**src/rtl/pwm_duty_generator.sv**
```systemverilog
// PWM stage around the external 4-bit ripple subtractor.
// Shadow duty is applied at period boundaries; the borrow feeds pwm_out.
module pwm_duty_generator #(
  parameter int CLK_DIV = 500,
  parameter int DIV_W   = 16
) (
  input  logic       clk,
  input  logic       rst_n,
  input  logic       en,
  input  logic [3:0] duty_in,
  input  logic       duty_load,
  input  logic       duty_inc,
  input  logic       duty_dec,
  output logic [3:0] cmp_a,
  output logic [3:0] cmp_b,
  output logic       cmp_cin,
  input  logic       cmp_borrow,
  output logic       pwm_out,
  output logic       period_start,
  output logic [3:0] duty_q
);

  typedef enum logic {
    IDLE = 1'b0,
    RUN  = 1'b1
  } state_e;

  localparam logic [DIV_W-1:0] DIV_LAST = DIV_W'(CLK_DIV - 1);

  state_e           state;
  state_e           state_nxt;
  logic [DIV_W-1:0] presc;
  logic [3:0]       cnt;
  logic [3:0]       duty_act;
  logic [3:0]       duty_nxt;
  logic             run;
  logic             start;
  logic             tick;
  logic             wrap;

  // State register
  always_ff @(posedge clk or negedge rst_n) begin
    if (!rst_n) state <= IDLE;
    else        state <= state_nxt;
  end

  // Next-state: en alone decides between IDLE and RUN
  always_comb begin
    state_nxt = state;
    unique case (state)
      IDLE:    if (en)  state_nxt = RUN;
      RUN:     if (!en) state_nxt = IDLE;
      default: state_nxt = IDLE;
    endcase
  end

  // FSM decode: run entry, prescaler tick and period wrap
  always_comb begin
    run   = (state == RUN) && en;
    start = (state == IDLE) && en;
    tick  = (presc == DIV_LAST);
    wrap  = run && tick && (cnt == 4'hf);
  end

  // Shadow duty update: load wins, inc/dec cancel, both saturate
  always_comb begin
    duty_nxt = duty_q;
    priority case (1'b1)
      duty_load:
        duty_nxt = duty_in;
      duty_inc && !duty_dec:
        if (duty_q != 4'hf) duty_nxt = duty_q + 4'd1;
      duty_dec && !duty_inc:
        if (duty_q != 4'h0) duty_nxt = duty_q - 4'd1;
      default:
        duty_nxt = duty_q;
    endcase
  end

  // Shadow duty register, updated in every state
  always_ff @(posedge clk or negedge rst_n) begin
    if (!rst_n) duty_q <= 4'h0;
    else        duty_q <= duty_nxt;
  end

  // Active duty only changes on run entry or period wrap
  always_ff @(posedge clk or negedge rst_n) begin
    if (!rst_n)     duty_act <= 4'h0;
    else if (start) duty_act <= duty_q;
    else if (wrap)  duty_act <= duty_nxt;
  end

  // Prescaler and step counter, cleared whenever not running
  always_ff @(posedge clk or negedge rst_n) begin
    if (!rst_n) begin
      presc <= '0;
      cnt   <= 4'h0;
    end else if (!run) begin
      presc <= '0;
      cnt   <= 4'h0;
    end else if (tick) begin
      presc <= '0;
      cnt   <= cnt + 4'd1;
    end else begin
      presc <= presc + DIV_W'(1);
    end
  end

  // Registered PWM pin and period marker
  always_ff @(posedge clk or negedge rst_n) begin
    if (!rst_n) begin
      pwm_out      <= 1'b0;
      period_start <= 1'b0;
    end else begin
      pwm_out      <= run ? cmp_borrow : 1'b0;
      period_start <= start || wrap;
    end
  end

  assign cmp_a   = cnt;
  assign cmp_b   = duty_act;
  assign cmp_cin = 1'b0;

endmodule
```
**config.mk**
```make
export PLATFORM = sky130hd
export DESIGN_NAME = pwm_duty_generator
export DESIGN_NICKNAME = d
export VERILOG_FILES = /design/src/rtl/pwm_duty_generator.sv
export SDC_FILE = /design/constraint.sdc
export NUM_CORES = 1
export LEC_CHECK = 0
export BUFFER_PORTS_ARGS = -buffer_cell sky130_fd_sc_hd__buf_2
export CORE_MARGIN = 2
export CORE_UTILIZATION = 25
export DETAILED_ROUTE_END_ITERATION = 8
export GPL_TIMING_DRIVEN = 0
export HOLD_SLACK_MARGIN = 0.12
export PLACE_DENSITY = 0.37
export SYNTH_ARGS = -nofsm -noshare
export SYNTH_HDL_FRONTEND = slang
export SYNTH_SLANG_ARGS = --single-unit
```
**constraint.sdc**
```tcl
create_clock -name clk -period 2.3 [get_ports clk]
set_input_delay 0.46 -clock clk [delete_from_list [all_inputs] [get_ports clk]]
set_output_delay 0.46 -clock clk [all_outputs]
set_load 0.02 [all_outputs]
```
==> summary.md, run 1 <==
| Metric | Value |
|---|---|
| Result of the run | completed |
| Highest clock frequency the design can meet | 516 MHz |
| Cell at the root of the clock tree | clkbuf_8 |
| Count of TritonRoute iterations in the first routing pass | 4 |
| Final worst-path cycle share | 0.843 |
| Antenna Cells | 0 |
| Most used flip-flop cell after synthesis | dfrtp_1 |
| Signed area change from the synthesized netlist to the final layout | 17.1% |
| TritonCTS clock tree | done |
| Skew-Pair Late Insertion Delay | 0.28 ns |
| Boundary Pins | 26 |
| Routed vias/inst | 4.65 |
| RSZ-0062 raised after global routing | false |
| Fraction of synthesized cell area taken by the top area cell type | 0.446 |
| Synthesized area divided by synthesized cell count | 9.46 um^2 |
| Path category of the worst min-delay check | in2async |
| Longest Clk Path Bufs | 2 |
| Cell leakage power | 0.000910 uW |
| Sum of overflow across all layers after global routing | 0 |
| Ratio of cells with drive above 1 in the final layout | 0.211 |
| Area occupied by multi-input gates | 856 um^2 |
| Buffers inserted during post-CTS setup optimization | 0 |
| Worst path max stage delay | 0.51 ns |
| Library cells used by synthesis | 48 |
| Initial core utilization | 0.258 |
| Clock slew at reported path FFs | 0.06 ns |
| Drt first-iter violations | 64 |
| Netlist area before placement | 0.00174 mm^2 |
| Count of nets left with antenna violations after detail routing | 0 |
| Final routed wire length divided by cell count | 13.8 um |
| Setup Slack @ Placement | 0.347 ns |
| CTS Sinks | 31 |
| Critical path cell sequence | inv_1 -> ha_1 -> or4b_1 -> o21ai_0 -> a41oi_1 -> o31ai_1 -> o21ai_0 |
| Crit-path slowest cell | dfrtp_1 |
| Cts hold-fix bufs | 0 |
| Crit path launch type | flop |
| HPWL after DPL | 2930 um |
| Core Footprint | 0.00676 mm^2 |
| Worst-Margin Slew | 0.707 ns |
| Sum of routed wire segments on met1 | 1900 um |
| Async set or reset register ratio after synthesis | 1.00 |
| Start-to-end type of the worst setup path | reg2reg |
| Die height | 87.4 um |
| Number of placement rows | 30 |
| Top cell type by total area after synthesis | dfrtp_1 |
| Max transition margin | 0.529 |
| Fillcell total | 749 |
| Initial antenna violation count | 0 |
| Sequential cell area in the final layout | 776 um^2 |
| DRC violations left | 0 |
| Worst Path Arrival | 2.08 ns |
| Final WL | 4030 um |
| Critical Path RT | 2.45 ns |
| Number of vias after detailed routing | 1362 |
| Post-synthesis sequential area ratio | 0.446 |
| Biggest fanout along the worst timing path | 9 |
| Largest voltage drop on the vdd net | 0.263 mV |
| Global-route wire length before repair | 6840 um |
| Number of synthesized flops with an enable pin | 0 |
| Synth Instances | 184 |
| Number of nets at the end of the flow | 228 |
| Post-route clock skew | 0.00503 ns |
| Top routing layer used | met4 |
| Maximum level of the CTS H-tree | 2 |
| Number of nets in the synthesized netlist | 199 |
| CP Capture Type | flop |
| Final-report setup violation count | 0 |
| Leading post-synthesis cells by cell area | dfrtp_1, xnor2_1, nor2_1 |
| Die Wd | 87.4 um |
| Maximum Capacitance Violations | 0 |
| Pin count of the biggest net entering global routing | 32 |
| Hold Violations, Final | 0 |
| Die area | 0.00764 mm^2 |
| Global-route total usage across every layer | 0.117 |
| Clock buffers created by TritonCTS | 5 |
| Number of gates resized after cts | 0 |
| Total length of routed met2 wires | 1950 um |
| Register bit total from synthesis | 31 |
| Number of global-route vias before repair | 1353 |
| Power per cell area | 630 mW/mm^2 |
| Number of port buffers | 22 |
| Length of routed met3 wiring | 149 um |
| Number of synthesis warnings | 0 |
| Most used cell, CP | o21ai_0 |
| Smallest setup slack after layout | 0.362 ns |
| Final max-slew violation count | 0 |
| Final GP Congestion | 0.712 |
| Setup TNS | 0 ns |
| Tmin final | 1.94 ns |
synth_stat cells, drive strengths merged, types with 2 or more instances:
cell	number
a21oi	6
a22oi	2
a31o	2
and3	6
buf	8
dfrtp	31
ha	4
inv	11
mux2i	2
nand2	15
nand3	8
nand4	5
nor2	23
nor2b	2
nor3	4
nor4	2
nor4b	3
nor4bb	2
o21ai	9
o31ai	2
or3	4
xnor2	12
xor2	4
registers in the layout, summed over array words and instances, names as in the netlist:
| name | count |
|---|---|
| period_start | 1 |
| presc | 16 |
| state | 1 |
| cmp_a | 4 |
| duty_q | 4 |
| cmp_b | 4 |
| pwm_out | 1 |
final cells by class:
type                    instances  share of cell area
inverters                      11              0.0203
clock inverters                 1             0.00246
plain buffers                   9              0.0331
repair buffers                 22              0.0540
clock buffers                   6              0.0405
multi-input cells             133               0.420
flip-flops and latches         31               0.381
well taps                      80              0.0491
path summary, 6_finish.rpt:
path,from,end,slack [ns],cells past startpoint
worst max-delay path,duty_q[1],cmp_b[1],0.36,7
worst min-delay path,rst_n,pwm_out,0.23,1
worst max register to register,duty_q[1],cmp_b[1],0.36,7
worst min register to register,presc[0],presc[0],0.46,1
max in group asynchronous,rst_n,presc[6],1.61,1
min in group clk,en,state,0.34,1
kinds of logic (layout without fill, tap and decap cells):
logic type      after synthesis  in the layout  share of synthesized area
compound gates               28             28                      0.119
xor+xnor                     16             16                     0.0805
fa+ha+maj                     4              4                     0.0288
buf+inv                      20             49                     0.0625
flops                        31             31                      0.446
mux                           2              2                     0.0115
other cells                   1              1                    0.00215
simple gates                 82             82                      0.250
routing by layer:
metal / GRT usage / up-vias
met5: 0 / -
met4: 0.0378 / 0
met3: 0.0332 / 2
met2: 0.185 / 18
met1: 0.155 / 653
li1: - / 689
stage by stage:
stage	util	total power, uW	hold WS, ns	cell area, um^2	std cells
2_1_floorplan	-	780	0.164	1740	184
3_3_place_gp	0.289	872	0.455	1950	286
3_5_place_dp	0.289	870	0.456	1950	286
4_1_cts	0.302	1320	0.259	2040	293
5_1_grt	0.302	1370	0.291	2040	293
6_report	0.302	1280	0.231	2040	293
power breakdown:
part           internal, uW  switching [uW]
combinational           101             150
clock                   234             195
sequential              574            28.2
total                   910             374
placed cells by master (no fill, tap or decap), types with 4 or more instances in the layout:
| master | Yosys | routed |
|---|---|---|
| xnor2_1 | 12 | 12 |
| nand4_1 | 5 | 5 |
| nor3_1 | 4 | 4 |
| xor2_1 | 4 | 4 |
| inv_1 | 11 | 11 |
| or3_1 | 4 | 4 |
| dfrtp_1 | 31 | 31 |
| nand2_1 | 15 | 15 |
| nor2_1 | 23 | 23 |
| clkbuf_8 | 0 | 6 |
| o21ai_0 | 8 | 8 |
| nand3_1 | 8 | 8 |
| a21oi_1 | 5 | 5 |
| ha_1 | 4 | 4 |
| and3_1 | 5 | 5 |
| buf_2 | 3 | 25 |
worst max-delay path: cells and delay by family, from the launching register on:
kind	cells	cell delay, ns
AOI/OAI and AO/OA	4	0.41
adders and majority gates	1	0.33
buffers and inverters	1	0.10
DFF	1	0.51
and+or+nand+nor	1	0.47
Note: power is estimated with default switching activity, not from simulation.
==> run 2: changes to the inputs <==
Clock period 2.3 ns to 2 ns, I/O delays scaled along.
==> summary.md, run 2 (same netlist as run 1, synthesis figures left out) <==
| Metric | Value |
|---|---|
| Result of the run | completed |
| Final routed wire length divided by cell count | 13.8 um (unchanged) |
| Power per cell area | 724 mW/mm^2 (+15%) |
| Worst-Margin Slew | 0.707 ns (+0.000267 ns) |
| Worst hold-check slack | 0.171 ns (-0.0599 ns) |
| Share of power burned in registers | 0.469 (about the same) |
| Net switching share of the total power | 0.292 (+0.000469) |
| Internal power of the cells | 1050 uW (+15%) |
| Final worst-path cycle share | 0.944 (+0.102) |
| Number of gates resized after cts | 0 (unchanged) |
| Initial core utilization | 0.258 (unchanged) |
| Skew-Pair Late Insertion Delay | 0.28 ns (about the same) |
| Worst setup startpoint | duty_q[1] |
| Global-route wire length before repair | 6840 um (unchanged) |
| Hold Violations, Final | 0 (unchanged) |
| Ratio of cells with drive above 1 in the final layout | 0.225 (+0.0141) |
| Max transition margin | 0.529 (about the same) |
| Count of TritonRoute iterations in the first routing pass | 4 (unchanged) |
| Switch Pwr | 432 uW (+16%) |
| Antenna Cells | 0 (unchanged) |
| Flip-flop count of the largest register after layout | 16 (unchanged) |
| Biggest fanout along the worst timing path | 9 (unchanged) |
| Final-report setup violation count | 0 (unchanged) |
| CTS Sinks | 31 (unchanged) |
| Sum of overflow across all layers after global routing | 0 (unchanged) |
| Drt first-iter violations | 62 (-3.1%) |
| Number of nets at the end of the flow | 228 (unchanged) |
| RSZ-0062 raised after global routing | false |
| Core Footprint | 0.00676 mm^2 (unchanged) |
| Logic pwr share | 0.198 (+0.002) |
| Highest clock frequency the design can meet | 529 MHz (+2.6%) |
| Cell leakage power | 0.000909 uW (-0.10%) |
| Worst Path Arrival | 2.05 ns (-0.03 ns) |
| Cell at the root of the clock tree | clkbuf_8 |
| DRC violations left | 0 (unchanged) |
| Die Wd | 87.4 um (unchanged) |
| TritonCTS clock tree | done |
| CP Capture Type | flop |
| Maximum level of the CTS H-tree | 2 (unchanged) |
| R2R Path Start | duty_q[1] |
| Initial antenna violation count | 0 (unchanged) |
| Number of port buffers | 22 (unchanged) |
| Most common cell after layout, fill and taps aside | dfrtp_1 |
| Die height | 87.4 um (unchanged) |
| Number of global-route vias before repair | 1353 (unchanged) |
| Final max-slew violation count | 0 (unchanged) |
| Commonest cells after routing, fill and taps aside | dfrtp_1, buf_2, nor2_1 |
| Clock buffers created by TritonCTS | 5 (unchanged) |
| Register name with the most flops | presc |
| Global-route total usage across every layer | 0.117 (unchanged) |
| Maximum Capacitance Violations | 0 (unchanged) |
| Die area | 0.00764 mm^2 (unchanged) |
| Final GP Congestion | 0.712 (unchanged) |
| Clock slew at reported path FFs | 0.06 ns (about the same) |
| Signed area change from the synthesized netlist to the final layout | 17.5% |
| Critical Path RT | 2.16 ns (-0.29 ns) |
| Final WL | 4030 um (unchanged) |
| Pin count of the biggest net entering global routing | 32 (unchanged) |
| Longest Clk Path Bufs | 2 (unchanged) |
| Routed vias/inst | 4.66 (+0.29%) |
| Buffers inserted during post-CTS setup optimization | 0 (unchanged) |
| Setup TNS | 0 ns (unchanged) |
| Clk pwr share | 0.334 (about the same) |
| Boundary Pins | 26 (unchanged) |
| Path category of the worst min-delay check | in2async |
| Number of placement rows | 30 (unchanged) |
| Start-to-end type of the worst setup path | reg2reg |
| Tmin final | 1.89 ns (-0.0494 ns) |
| Post-route clock skew | 0.00504 ns (+0.00000123 ns) |
| HPWL after DPL | 2930 um (unchanged) |
| Cts hold-fix bufs | 0 (unchanged) |
| Count of nets left with antenna violations after detail routing | 0 (unchanged) |
| Layout Utilization | 0.303 (+0.00111) |
| Crit path launch type | flop |
| Number of vias after detailed routing | 1366 (+0.29%) |
| Largest voltage drop on the vdd net | 0.302 mV (+15%) |
-- run 2: power groups by stage --
stage	Sequential [uW]	Clock (uW)	Combinational, uW
CTS	693	527	296
floorplan	736	0	162
global route	702	550	329
detailed placement	705	0	295
finish	695	494	293
global placement	706	0	297
-- run 2: metal layers --
metal | GRT usage | up-vias | share of wire | wire (um)
li1 | - | 689 | - | -
met1 | 0.155 | 657 | 0.47 | 1900
met2 | 0.185 | 18 | 0.48 | 1960
met3 | 0.0332 | 2 | 0.037 | 149
met4 | 0.0378 | 0 | 0.0072 | 29
met5 | 0 | - | 0 | 0
-- run 2: cell type report --
class | count | area (um^2)
timing repair buffer | 22 | 110
inverter | 11 | 41.3
clock inverter | 1 | 5.00
buffer | 9 | 67.6
multi-input combinational | 133 | 861
tap | 80 | 100
fill | 751 | 4710
sequential | 31 | 778
clock buffer | 6 | 82.6
-- run 2: worst paths after layout --
path | endpoint | slack (ns) | cells after the start
min | pwm_out | 0.17 | 1
max reg2reg | cmp_b[0] | 0.11 | 7
max in group asynchronous | duty_q[1] | 1.33 | 1
min reg2reg | presc[0] | 0.46 | 1
max | cmp_b[0] | 0.11 | 7
min in group clk | state | 0.28 | 1
-- run 2: critical path, cell delays in order (launching register included) --
cell	delay (ns)
dfrtp_2	0.47
inv_1	0.09
ha_1	0.21
or3b_4	0.42
a22oi_2	0.16
xnor2_1	0.15
o21ai_2	0.08
a31o_1	0.19
-- run 2: stage by stage --
stage               power, uW  area (um^2)  std cells  setup WS (ns)
floorplan                 897         1740        184          0.152
global placement         1000         1950        286         0.0491
detailed placement       1000         1950        286         0.0472
CTS                      1520         2040        293         0.0308
global route             1580         2050        293        0.00292
finish                   1480         2050        293          0.111
==> run 3: changes to the inputs <==
Settings changed: CTS_CLUSTER_SIZE set to 30, PLACE_DENSITY 0.37 to 0.39.
Clock period 2 ns to 1.6 ns, I/O delays scaled along.
==> summary.md, run 3 (same netlist as run 1, synthesis figures left out) <==
| Metric | Value |
|---|---|
| Violations in the final reports | negative setup slack |
| Total length of routed met2 wires | 2040 um (+4.2%) |
| Crit-path slowest cell | dfrtp_2 |
| Biggest fanout along the worst timing path | 3 (-6) |
| Inst Count DP | 286 (unchanged) |
| Routed vias/inst | 4.63 (-0.75%) |
| Sum of overflow across all layers after global routing | 0 (unchanged) |
| Worst Path Arrival | 1.90 ns (-0.15 ns) |
| Number of port buffers | 22 (unchanged) |
| Clock slew at reported path FFs | 0.07 ns (about the same) |
| Antenna Cells | 0 (unchanged) |
| HPWL after DPL | 2760 um (-5.8%) |
| Maximum Capacitance Violations | 0 (unchanged) |
| Power per cell area | 774 mW/mm^2 (+6.9%) |
| Clock buffers created by TritonCTS | 5 (unchanged) |
| Worst-Margin Slew | 0.717 ns (+0.00959 ns) |
| R2R Path Start | duty_q[0] |
| Length of routed met3 wiring | 173 um (+16%) |
| Crit path launch type | flop |
| Setup Slack @ Placement | -0.206 ns (-0.253 ns) |
| Number of nets at the end of the flow | 256 (+12%) |
| Highest clock frequency the design can meet | 580 MHz (+9.5%) |
| Count of nets left with antenna violations after detail routing | 0 (unchanged) |
| CTS Sinks | 31 (unchanged) |
| Signed area change from the synthesized netlist to the final layout | 45.7% |
| Final routed wire length divided by cell count | 13.5 um (-2.1%) |
| Total design power | 1960 uW (+32%) |
| Final max-slew violation count | 0 (unchanged) |
| Number of cells in the finished layout apart from fillers | 322 (+9.9%) |
| Commonest cells after routing, fill and taps aside | buf_2, buf_4, dfrtp_1 |
| Largest voltage drop on the vdd net | 0.258 mV (-15%) |
| Longest Clk Path Bufs | 2 (unchanged) |
| Number of vias after detailed routing | 1490 (+9.1%) |
| Post-route clock skew | 0.00378 ns (-0.00125 ns) |
| Worst setup startpoint | duty_q[0] |
| DRC violations left | 0 (unchanged) |
| Result of the run | finished, violations left |
| Start-to-end type of the worst setup path | reg2reg |
| Die area | 0.00764 mm^2 (unchanged) |
| TritonCTS clock tree | done |
| Skew-Pair Late Insertion Delay | 0.28 ns (about the same) |
| Number of placement rows | 30 (unchanged) |
| Initial core utilization | 0.258 (unchanged) |
| Drt first-iter violations | 54 (-13%) |
| Worst hold-check slack | 0.207 ns (+0.0365 ns) |
| RSZ-0062 raised after global routing | true |
| Core Footprint | 0.00676 mm^2 (unchanged) |
| Boundary Pins | 26 (unchanged) |
| Critical Path RT | 1.77 ns (-0.39 ns) |
| Register name with the most flops | presc |
| Critical path cell sequence | inv_2 -> ha_4 -> or3b_4 -> a22oi_2 -> xnor2_1 -> o21ai_2 -> a31o_1 |
| Cell at the root of the clock tree | clkbuf_8 |
| Ratio of cells with drive above 1 in the final layout | 0.492 (+0.266) |
| Setup TNS | -0.220 ns (-0.220 ns) |
| Cell leakage power | 0.00106 uW (+17%) |
| Flip-flop count of the largest register after layout | 16 (unchanged) |
| Global-route total usage across every layer | 0.117 (-0.000382) |
| Tmin final | 1.72 ns (-0.164 ns) |
| Count of TritonRoute iterations in the first routing pass | 4 (unchanged) |
| Final WL | 4340 um (+7.6%) |
| Maximum level of the CTS H-tree | 2 (unchanged) |
| Number of global-route vias before repair | 1418 (+4.8%) |
| Sum of routed wire segments on met1 | 2120 um (+12%) |
| Initial antenna violation count | 0 (unchanged) |
| Die Wd | 87.4 um (unchanged) |
| Hold Violations, Final | 0 (unchanged) |
| Path category of the worst min-delay check | in2reg |
| Die height | 87.4 um (unchanged) |
| Final GP Congestion | 0.711 (about the same) |
| Worst path max stage delay | 0.42 ns (-0.05 ns) |
| Final-report setup violation count | 4 (+4) |
| Global-route wire length before repair | 7020 um (+2.7%) |
| CP Capture Type | flop |
| Startpoint of the worst hold path | en |
| Max transition margin | 0.522 (-0.00640) |
| Smallest setup slack after layout | -0.125 ns (-0.236 ns) |
| Final worst-path cycle share | 1.08 (+0.134) |
| Top routing layer used | met4 |
| Pin count of the biggest net entering global routing | 32 (unchanged) |
[run 3: cell types whose count changed in the layout (fill, tap and decap cells not counted), moves of 4 or more]
| cell | previous run | this run |
|---|---|---|
| nor2_2 | 0 | 4 |
| nor2_4 | 0 | 9 |
| nor2_1 | 23 | 10 |
| o21ai_1 | 0 | 4 |
| dfrtp_1 | 29 | 22 |
| o21ai_0 | 8 | 4 |
| buf_4 | 2 | 25 |
| dfrtp_2 | 2 | 9 |
[run 3: per-layer routing]
layer	track usage	up-vias
met5	0	-
met1	0.159	712
met3	0.0332	2
li1	-	754
met4	0.0252	0
met2	0.185	22
[run 3: repair_timing]
action | in CTS | in global routing
cloned | 1 | 0
pin swaps | 13 | 15
hold buffers | 1 | 0
endpoints found under the hold margin | 23 | 0
setup buffers | 14 | 14
setup endpoints to repair | 18 | 27
gates resized for setup | 24 | 40
[run 3: per-stage QoR]
step / cell area [um^2] / utilization
finish: 2530 / 0.375
global route: 2530 / 0.375
CTS: 2280 / 0.337
detailed placement: 1970 / 0.292
global placement: 1970 / 0.292
floorplan: 1760 / -
[run 3: critical path, delay by kind of cell (launching register included)]
kind / cells / cell delay (ns)
xor+xnor: 1 / 0.15
simple gates: 1 / 0.39
buf+inv: 1 / 0.09
compound gates: 3 / 0.42
fa+ha+maj: 1 / 0.14
flops: 1 / 0.42
[run 3: cell type report]
type | count | area, um^2
fillers | 682 | 4220
multi-input cells | 133 | 1090
flip-flops and latches | 31 | 787
repair buffers | 51 | 362
well taps | 80 | 100
clock buffers | 7 | 76.3
plain buffers | 8 | 68.8
inverters | 11 | 41.3
clock inverters | 1 | 5.00
[run 3: path summary, 6_finish.rpt]
kind | end | slack [ns] | cells after the start
setup / recovery | cmp_b[0] | -0.12 | 7
hold / removal | state | 0.21 | 1
setup reg to reg | cmp_b[0] | -0.12 | 7
hold reg to reg | cmp_b[2] | 0.51 | 2
max in group asynchronous | presc[9] | 0.46 | 2
min in group asynchronous | cmp_b[2] | 0.63 | 2
[run 3: power by group]
| group | leakage (uW) | total [uW] | switching (uW) | internal, uW |
|---|---|---|---|---|
| logic | 0.000621 | 511 | 276 | 235 |
| clock network | 0.0000422 | 596 | 291 | 305 |
| registers | 0.000400 | 856 | 28.5 | 827 |
